### src/rtl/digit_seq_pkg.sv
// Shared types and wrap arithmetic for the digit sequencer.
package digit_seq_pkg;

    localparam int unsigned CODE_W = 3;

    typedef logic [CODE_W-1:0] code_t;

    typedef enum logic {
        ST_PAUSE = 1'b0,
        ST_RUN   = 1'b1
    } state_e;

    // One step up or down, wrapping between 0 and max.
    function automatic code_t next_code(input code_t code, input logic dir, input code_t max);
        code_t res;
        if (!dir) begin
            res = (code == max) ? code_t'(0) : code + code_t'(1);
        end else begin
            res = (code == code_t'(0)) ? max : code - code_t'(1);
        end
        return res;
    endfunction

endpackage

### src/rtl/button_debouncer.sv
// Two-flop synchronizer, stable-level debounce counter and one-cycle rising-edge pulse.
module button_debouncer #(
    parameter int unsigned DEBOUNCE_CYCLES = 1000000
) (
    input  logic clk_i,
    input  logic rst_i,
    input  logic btn_i,
    output logic pulse_o
);

    localparam int unsigned CNT_W = (DEBOUNCE_CYCLES > 1) ? $clog2(DEBOUNCE_CYCLES) : 1;

    logic [1:0]       sync_q;
    logic             level_q, level_d;
    logic             pulse_q, pulse_d;
    logic [CNT_W-1:0] cnt_q, cnt_d;

    // Count cycles the synchronized level disagrees with the accepted level; flip when long enough.
    always_comb begin
        cnt_d   = cnt_q;
        level_d = level_q;
        pulse_d = 1'b0;
        if (sync_q[1] == level_q) begin
            cnt_d = '0;
        end else if (cnt_q == CNT_W'(DEBOUNCE_CYCLES - 1)) begin
            level_d = ~level_q;
            cnt_d   = '0;
            pulse_d = ~level_q;
        end else begin
            cnt_d = cnt_q + CNT_W'(1);
        end
    end

    // State registers; reset discards any partial debounce window.
    always_ff @(posedge clk_i) begin
        if (rst_i) begin
            sync_q  <= '0;
            level_q <= 1'b0;
            pulse_q <= 1'b0;
            cnt_q   <= '0;
        end else begin
            sync_q  <= {sync_q[0], btn_i};
            level_q <= level_d;
            pulse_q <= pulse_d;
            cnt_q   <= cnt_d;
        end
    end

    assign pulse_o = pulse_q;

endmodule

### src/rtl/digit_sequencer.sv
// 3-bit code generator: auto-steps in RUN, button-steps in PAUSE, with load and wrap.
module digit_sequencer
    import digit_seq_pkg::*;
#(
    parameter int unsigned TICK_DIV        = 50000000,
    parameter int unsigned DEBOUNCE_CYCLES = 1000000,
    parameter int unsigned MAX_CODE        = 7
) (
    input  logic              CLOCK_50,
    input  logic              reset,
    input  logic              step_btn,
    input  logic              run_en,
    input  logic              dir,
    input  logic              load,
    input  logic [CODE_W-1:0] load_val,
    output logic [CODE_W-1:0] code,
    output logic              changed,
    output logic              running
);

    localparam int unsigned PRE_W = $clog2(TICK_DIV);
    localparam code_t       MAX_V = CODE_W'(MAX_CODE);

    logic             step_pulse;
    logic [1:0]       run_sync_q;
    state_e           state_q;
    logic             running_q;
    logic [PRE_W-1:0] presc_q, presc_d;
    code_t            code_q, code_d;
    logic             changed_q, changed_d;
    logic             tick_c, adv_c;
    code_t            load_clamped_c;

    button_debouncer #(
        .DEBOUNCE_CYCLES(DEBOUNCE_CYCLES)
    ) u_step_deb (
        .clk_i  (CLOCK_50),
        .rst_i  (reset),
        .btn_i  (step_btn),
        .pulse_o(step_pulse)
    );

    // Synchronize the run switch into the clock domain.
    always_ff @(posedge CLOCK_50) begin
        if (reset) begin
            run_sync_q <= '0;
        end else begin
            run_sync_q <= {run_sync_q[0], run_en};
        end
    end

    // PAUSE/RUN mode FSM with registered running flag.
    always_ff @(posedge CLOCK_50) begin
        if (reset) begin
            state_q   <= ST_PAUSE;
            running_q <= 1'b0;
        end else begin
            case (state_q)
                ST_PAUSE: if (run_sync_q[1]) begin
                    state_q   <= ST_RUN;
                    running_q <= 1'b1;
                end
                ST_RUN: if (!run_sync_q[1]) begin
                    state_q   <= ST_PAUSE;
                    running_q <= 1'b0;
                end
                default: begin
                    state_q   <= ST_PAUSE;
                    running_q <= 1'b0;
                end
            endcase
        end
    end

    // Advance selection, prescaler and code next-state; load outranks advance.
    always_comb begin
        tick_c         = (state_q == ST_RUN) && (presc_q == PRE_W'(TICK_DIV - 1));
        adv_c          = (state_q == ST_RUN) ? tick_c : step_pulse;
        load_clamped_c = (load_val > MAX_V) ? MAX_V : load_val;
        presc_d        = '0;
        code_d         = code_q;
        changed_d      = 1'b0;
        if (state_q == ST_RUN && !tick_c && !load) begin
            presc_d = presc_q + PRE_W'(1);
        end
        if (load) begin
            code_d    = load_clamped_c;
            changed_d = 1'b1;
        end else if (adv_c) begin
            code_d    = next_code(code_q, dir, MAX_V);
            changed_d = 1'b1;
        end
    end

    // Prescaler, code and change-pulse registers.
    always_ff @(posedge CLOCK_50) begin
        if (reset) begin
            presc_q   <= '0;
            code_q    <= '0;
            changed_q <= 1'b0;
        end else begin
            presc_q   <= presc_d;
            code_q    <= code_d;
            changed_q <= changed_d;
        end
    end

    assign code    = code_q;
    assign changed = changed_q;
    assign running = running_q;

endmodule

### config.mk
export PLATFORM = sky130hd
export DESIGN_NAME = digit_sequencer
export DESIGN_NICKNAME = d
export VERILOG_FILES = /design/src/rtl/digit_seq_pkg.sv /design/src/rtl/button_debouncer.sv /design/src/rtl/digit_sequencer.sv
export SDC_FILE = /design/constraint.sdc
export NUM_CORES = 1
export LEC_CHECK = 0
export ABC_CLOCK_PERIOD_IN_PS = 2400
export BUFFER_PORTS_ARGS = -buffer_cell sky130_fd_sc_hd__buf_4
export CORE_AREA = 3 3 58 87
export CTS_BUF_LIST = sky130_fd_sc_hd__clkbuf_16
export DETAILED_ROUTE_END_ITERATION = 8
export DIE_AREA = 0 0 61 90
export PLACE_DENSITY = 0.77
export SYNTH_ARGS = -nofsm -noshare
export SYNTH_HDL_FRONTEND = slang
export SYNTH_SLANG_ARGS = --single-unit
### constraint.sdc
create_clock -name CLOCK_50 -period 2.4 [get_ports CLOCK_50]
set_clock_uncertainty 0.05 [all_clocks]
set_input_delay 0.12 -clock CLOCK_50 [delete_from_list [all_inputs] [get_ports CLOCK_50]]
set_output_delay 0.12 -clock CLOCK_50 [all_outputs]
set_load 0.1 [all_outputs]
# Word level (Yosys, flattened, before mapping)
# Index checks and enable logic that the tools add are counted.
[totals]
regBits = 58
latchBits = 0
ramBits = 0
romBits = 0
input_bits = 9
mem_count = 0
[op_classes]
add_sub_neg = 4
n_mul = 0
div_mod_pow = 0
n_lt_le_gt_ge = 1
n_eq_ne = 6
shift = 0
muxes = 13
n_bitwise = 5
reduce_logical = 12
[ops]
columns = ["operator", "count"]
rows = [
  ["26-bit by 1-bit adder with 26-bit output (second input constant)", 1],
  ["26-bit == test (second input constant)", 1],
  ["20-bit by 1-bit adder with 20-bit output (second input constant)", 1],
  ["20-bit == test (second input constant)", 1],
  ["3-bit 2-to-1 mux", 6],
  ["1-bit 2-to-1 mux", 6],
  ["3-bit OR reduction", 2],
  ["1-bit NOT", 5],
  ["2-bit inequality test (second input constant)", 2],
  ["2-bit AND reduction", 2],
  ["3-bit by 1-bit adder with 3-bit output (second input constant)", 1],
  ["3-bit == test (second input constant)", 1],
  ["3-bit > comparator (second input constant)", 1],
  ["1-bit logical AND", 3],
  ["3-bit zero test", 1],
  ["3-bit by 1-bit subtractor with 3-bit output (second input constant)", 1],
  ["1-bit zero test", 2],
  ["1-bit case mux with 2 select lines", 1],
  ["2-bit nonzero test", 1],
  ["2-bit OR reduction", 1],
  ["1-bit == test", 1],
]

# Logic depth before layout (Yosys ltp)
[logic_depth]
word_depth = 7
mapped_depth = 8

# Hierarchy
# Synthesis repeated with hierarchy kept, for this count alone.
[hier_totals]
hier_cells = 310
hier_area_um2 = 2836.5
[modules_own_cells]
columns = ["mod", "instances", "cells_each", "area_each_um2", "seq_area_each_um2"]
rows = [
  ["digit_sequencer", 1, 192, 1737.9, 680.7],
  ["button_debouncer", 1, 118, 1098.6, 480.5],
]

# Worst setup path before layout
# OpenSTA, ideal clock, no wires.
[synth_timing]
kind = "flip-flop to flip-flop"
startpoint = "register code_q[0], in the netlist code[0]"
endpoint = "register code_q[2], in the netlist code[2]"
setup_time_ps = 124
arrival_time_ps = 1953
path_slack_ps = 273
stages_incl_launch_ff = 8
path_buffers = 0
synth_period_minus_slack_ps = 2127
path_cell_list = "dfxtp_1 > inv_1 > ha_1 > nor3_1 > a21oi_1 > mux2i_1 > a211o_1 > o211ai_2"
[synth_via]
elab_chain_len = 5
word_cells_on_any_way = 9
[synth_rtl]
columns = ["item", "line", "rtl"]
rows = [
  ["from (decl)", "digit_sequencer.sv:29", "code_t code_q, code_d;"],
  ["from (signal assigned)", "digit_sequencer.sv:103", "code_q <= code_d;"],
  ["3-bit by 1-bit adder with 3-bit output (tied with other cells)", "digit_seq_pkg.sv:17", "res = (code == max) ? code_t'(0) : code + code_t'(1);"],
  ["3-bit 2-to-1 mux, on equally long branches", "digit_seq_pkg.sv:17, digit_seq_pkg.sv:19", ""],
  ["3-bit 2-to-1 mux (*)", "digit_seq_pkg.sv:16", "if (!dir) begin"],
  ["3-bit 2-to-1 mux (*)", "digit_sequencer.sv:89", "end else if (adv_c) begin"],
  ["3-bit 2-to-1 mux (*)", "digit_sequencer.sv:86", "if (load) begin"],
]
# Every way passes the cells marked *; elsewhere a longest branch is shown, timed or not. The select of a mux whose other input is x is not followed.
# A chain may end at the register's enable or synchronous reset.

# Worst setup path after layout
[layout_timing]
startpoint = "register presc_q[0]"
endpoint = "register presc_q[15]"
[layout_via]
elab_chain_len = 7
word_cells_on_any_way = 8
[layout_rtl]
columns = ["item", "line", "rtl"]
rows = [
  ["from (decl)", "digit_sequencer.sv:28", "logic [PRE_W-1:0] presc_q, presc_d;"],
  ["from (signal assigned)", "digit_sequencer.sv:102", "presc_q <= presc_d;"],
  ["parallel branches: the longest is 7 deep, another holds 26-bit by 1-bit adder with 26-bit output", "--", ""],
]
# Several ways; the timed one is not identified.

==> run_results.csv <==
group,metric,value,unit
clock_tree,cts_tree,"done",
global_routing,track_usage,20.6,%
floorplan,die_x,61,um
synth,synth_edf_count,0,
critical_path,cp-start-kind,"flop",
critical_path,endpoint,"presc_q[15]$_SDFF_PP0_",
global_routing,grt_max_degree,27,
clock_tree,htreeDepth,3,
cells_and_area,fin_nets,333,
power,peakVddDrop,0.546,mV
floorplan,dieHeight,90,um
floorplan,core,4320,um^2
placed_design,hpwlAfterDp,3.32,mm
clock_tree,cts-root-buf,"clkbuf_16",
global_routing,grt_pass1_wl,8.62,mm
detailed_routing,dr.pass1.iters,4,
clock_tree,cts_buffers,9,
cells_and_area,layout_common_cells,"59 x nor2_1, 58 x dfxtp_1, 25 x xor2_1",
synth,synth-seq-cells,58,
min_path,hold_class,"in2reg",
sta,layout_min_cycle_time,2.12,ns
cells_and_area,final_common_cell,"nor2_1",
clock_tree,cts.sinks,58,
synth,yosys_warnings,0,
detailed_routing,vias,2080,
clock_tree,cts-resized-gates,0,
critical_path,cp-startpoint,"presc_q[0]$_SDFF_PP0_",
sta,max_freq,0.471,GHz
floorplan,start_util,60.5,%
detailed_routing,routed_wl,4.95,mm
sta,drv_slew,0,
detailed_routing,drtIter0Drc,136,
cells_and_area,fin_area,3110,um^2
sta,fin_crit_sh,88.5,%
placed_design,gp_congestion,0.852,
synth,syn_area_per_cell,8.83,um^2
critical_path,crit_type,"reg2reg",
clock_tree,clk_latency,0.33,ns
power,p_per_area,805,nW/um^2
sta,hold_viol_final,0,
cells_and_area,fillCellCount,335,
synth,synth_nets,311,
placed_design,post_dp_cell_area,2760,um^2
synth,syn_area,2610,um^2
sta,finalSetupViolations,0,
floorplan,io_pins,14,
synth,ys_seq_area_share,44.4,%
critical_path,worstPathArrival,2.28,ns
cells_and_area,syn2layout_area_growth,19.0,%
floorplan,rows,29,
sta,tns,0,ns
critical_path,r2r_cells,6,
detailed_routing,wire_per_inst,13.4,um
floorplan,die-area,5490,um^2
synth,synthFlopType,"dfxtp_1",
clock_tree,clockBufferDepth,2,
clock_tree,clk_pin_slew,0.05,ns
detailed_routing,ant_nets,0,
global_routing,antenna_found_initial,0,
detailed_routing,drc,0,
run_status,status,"finished, final reports clean",
critical_path,r2r-start,"presc_q[0]$_SDFF_PP0_",
critical_path,critPathCaptureType,"flop",
power,power_leakage,1.11,nW
sta,slew_headroom,54.8,%
synth,synthCells,296,
cells_and_area,diodes,0,
cells_and_area,drive_gt1_share,12.1,%
global_routing,first_global_vias,2067,
placed_design,port_buffers,13,
sta,rsz0062_at_grt,"no",
synth,async_reset_ff_share,0,%
critical_path,cp_max_fo,26,
sta,worst_pin_slew,0.673,ns
critical_path,cp.required,2.55,ns
global_routing,overflow,0,
synth,synth.distinct_cells,37,
flow_run,cap_violations,0,
detailed_routing,viasPerCell,5.64,
critical_path,rrSetupSlack,0.28,ns
critical_path,r2r-end,"presc_q[15]$_SDFF_PP0_",
Yosys cell counts, types with 2 or more instances:
library cell | count | share of area [%]
buf_4 | 2 | 0.57
dfxtp_1 | 58 | 44
nor2_1 | 59 | 8.5
or2_2 | 2 | 0.48
a21oi_1 | 5 | 0.96
nor2b_1 | 7 | 1.7
nand4_1 | 14 | 3.4
xnor2_1 | 19 | 6.4
inv_1 | 5 | 0.72
xor2_1 | 25 | 8.4
o211ai_1 | 2 | 0.57
nand2_1 | 20 | 2.9
nor3_1 | 6 | 1.1
nand3_1 | 16 | 3.1
a211o_1 | 2 | 0.67
clkbuf_1 | 6 | 0.86
nand3b_1 | 2 | 0.57
ha_1 | 6 | 2.9
mux2i_1 | 2 | 0.77
nor4b_1 | 5 | 1.7
and3_1 | 12 | 2.9
o21ai_0 | 2 | 0.38
nor4_1 | 5 | 1.2
critical path: stages, from the launching register on:
cell and delay, ns:
dfxtp_1 0.37, ha_1 0.24, nand2_1 0.09, or2_4 0.27, or4_4 0.60, nand3_4 0.29, nor2_1 0.09
metrics by stage:
step	setup WS [ns]	hold WS [ns]	std cells	power (W)	utilization (%)
after floorplan	0.273	0.198	296	0.00107	-
after global placement	0.323	0.284	351	0.00109	63.8
after detailed placement	0.275	0.288	351	0.00110	63.8
after CTS	0.250	0.00588	369	0.00252	72.0
after global routing	0.125	0.0246	369	0.00257	72.0
final	0.276	0.0151	369	0.00250	72.0
registers in the layout, indices dropped and copies added (netlist names):
| register | count |
|---|---|
| code | 3 |
| u_step_deb.level_q | 1 |
| presc_q | 26 |
| running | 1 |
| u_step_deb.pulse_o | 1 |
| u_step_deb.sync_q | 2 |
| state_q | 1 |
| run_sync_q | 2 |
| u_step_deb.cnt_q | 20 |
| changed | 1 |
power by group:
part	total (W)	switching [W]	internal, W
Combinational	0.0000982	0.0000639	0.0000343
Sequential	0.000982	0.00000835	0.000974
Clock	0.00142	0.000422	0.00100
cell type report:
class	count	area, um^2	share of cell area, %
repair buffers	20	155	4.99
flip-flops and latches	58	1160	37.3
clock buffers	9	225	7.24
inverters	5	18.8	0.604
well taps	46	57.6	1.85
multi-input cells	224	1380	44.5
clock inverters	7	108	3.46
kinds of logic after synthesis:
family	synth area share, %
and+or+nand+nor	30.7
adders and majority gates	2.87
muxes	0.766
DFF	44.4
buffers and inverters	2.59
AOI/OAI and AO/OA	3.83
xor gates and xnor gates	14.8
how the worst min path moves through the flow:
| stage | from | end | slack (ns) | depth (start not counted) |
|---|---|---|---|---|
| 5_1_grt | reset | running$_SDFFE_PP0P_ | 0.02 | 2 |
| 6_report | reset | u_step_deb.sync_q[1]$_SDFF_PP0_ | 0.02 | 2 |
| 3_5_place_dp | run_en | run_sync_q[0]$_SDFF_PP0_ | 0.29 | 2 |
| 2_1_floorplan | run_en | run_sync_q[0]$_SDFF_PP0_ | 0.20 | 1 |
| 3_3_place_gp | run_en | run_sync_q[0]$_SDFF_PP0_ | 0.28 | 2 |
| 4_1_cts | reset | running$_SDFFE_PP0P_ | 0.006 | 2 |
routing by layer:
metal  global-route usage, %  share of wire [%]  up-vias  wire [um]
li1                        -                  -     1054          -
met1                    20.8                 41      982       2010
met2                    35.8                 54       35       2650
met3                    6.45                3.4        9        168
met4                    10.8                2.3        0        114
met5                       0                  0        -          0
timing repair:
item                                    CTS  global route
endpoints found under the setup margin    0             0
endpoints found under the hold margin     2             0
setup buffers                             0             0
hold buffers                              2             0
(Power assumes the default switching activity.)
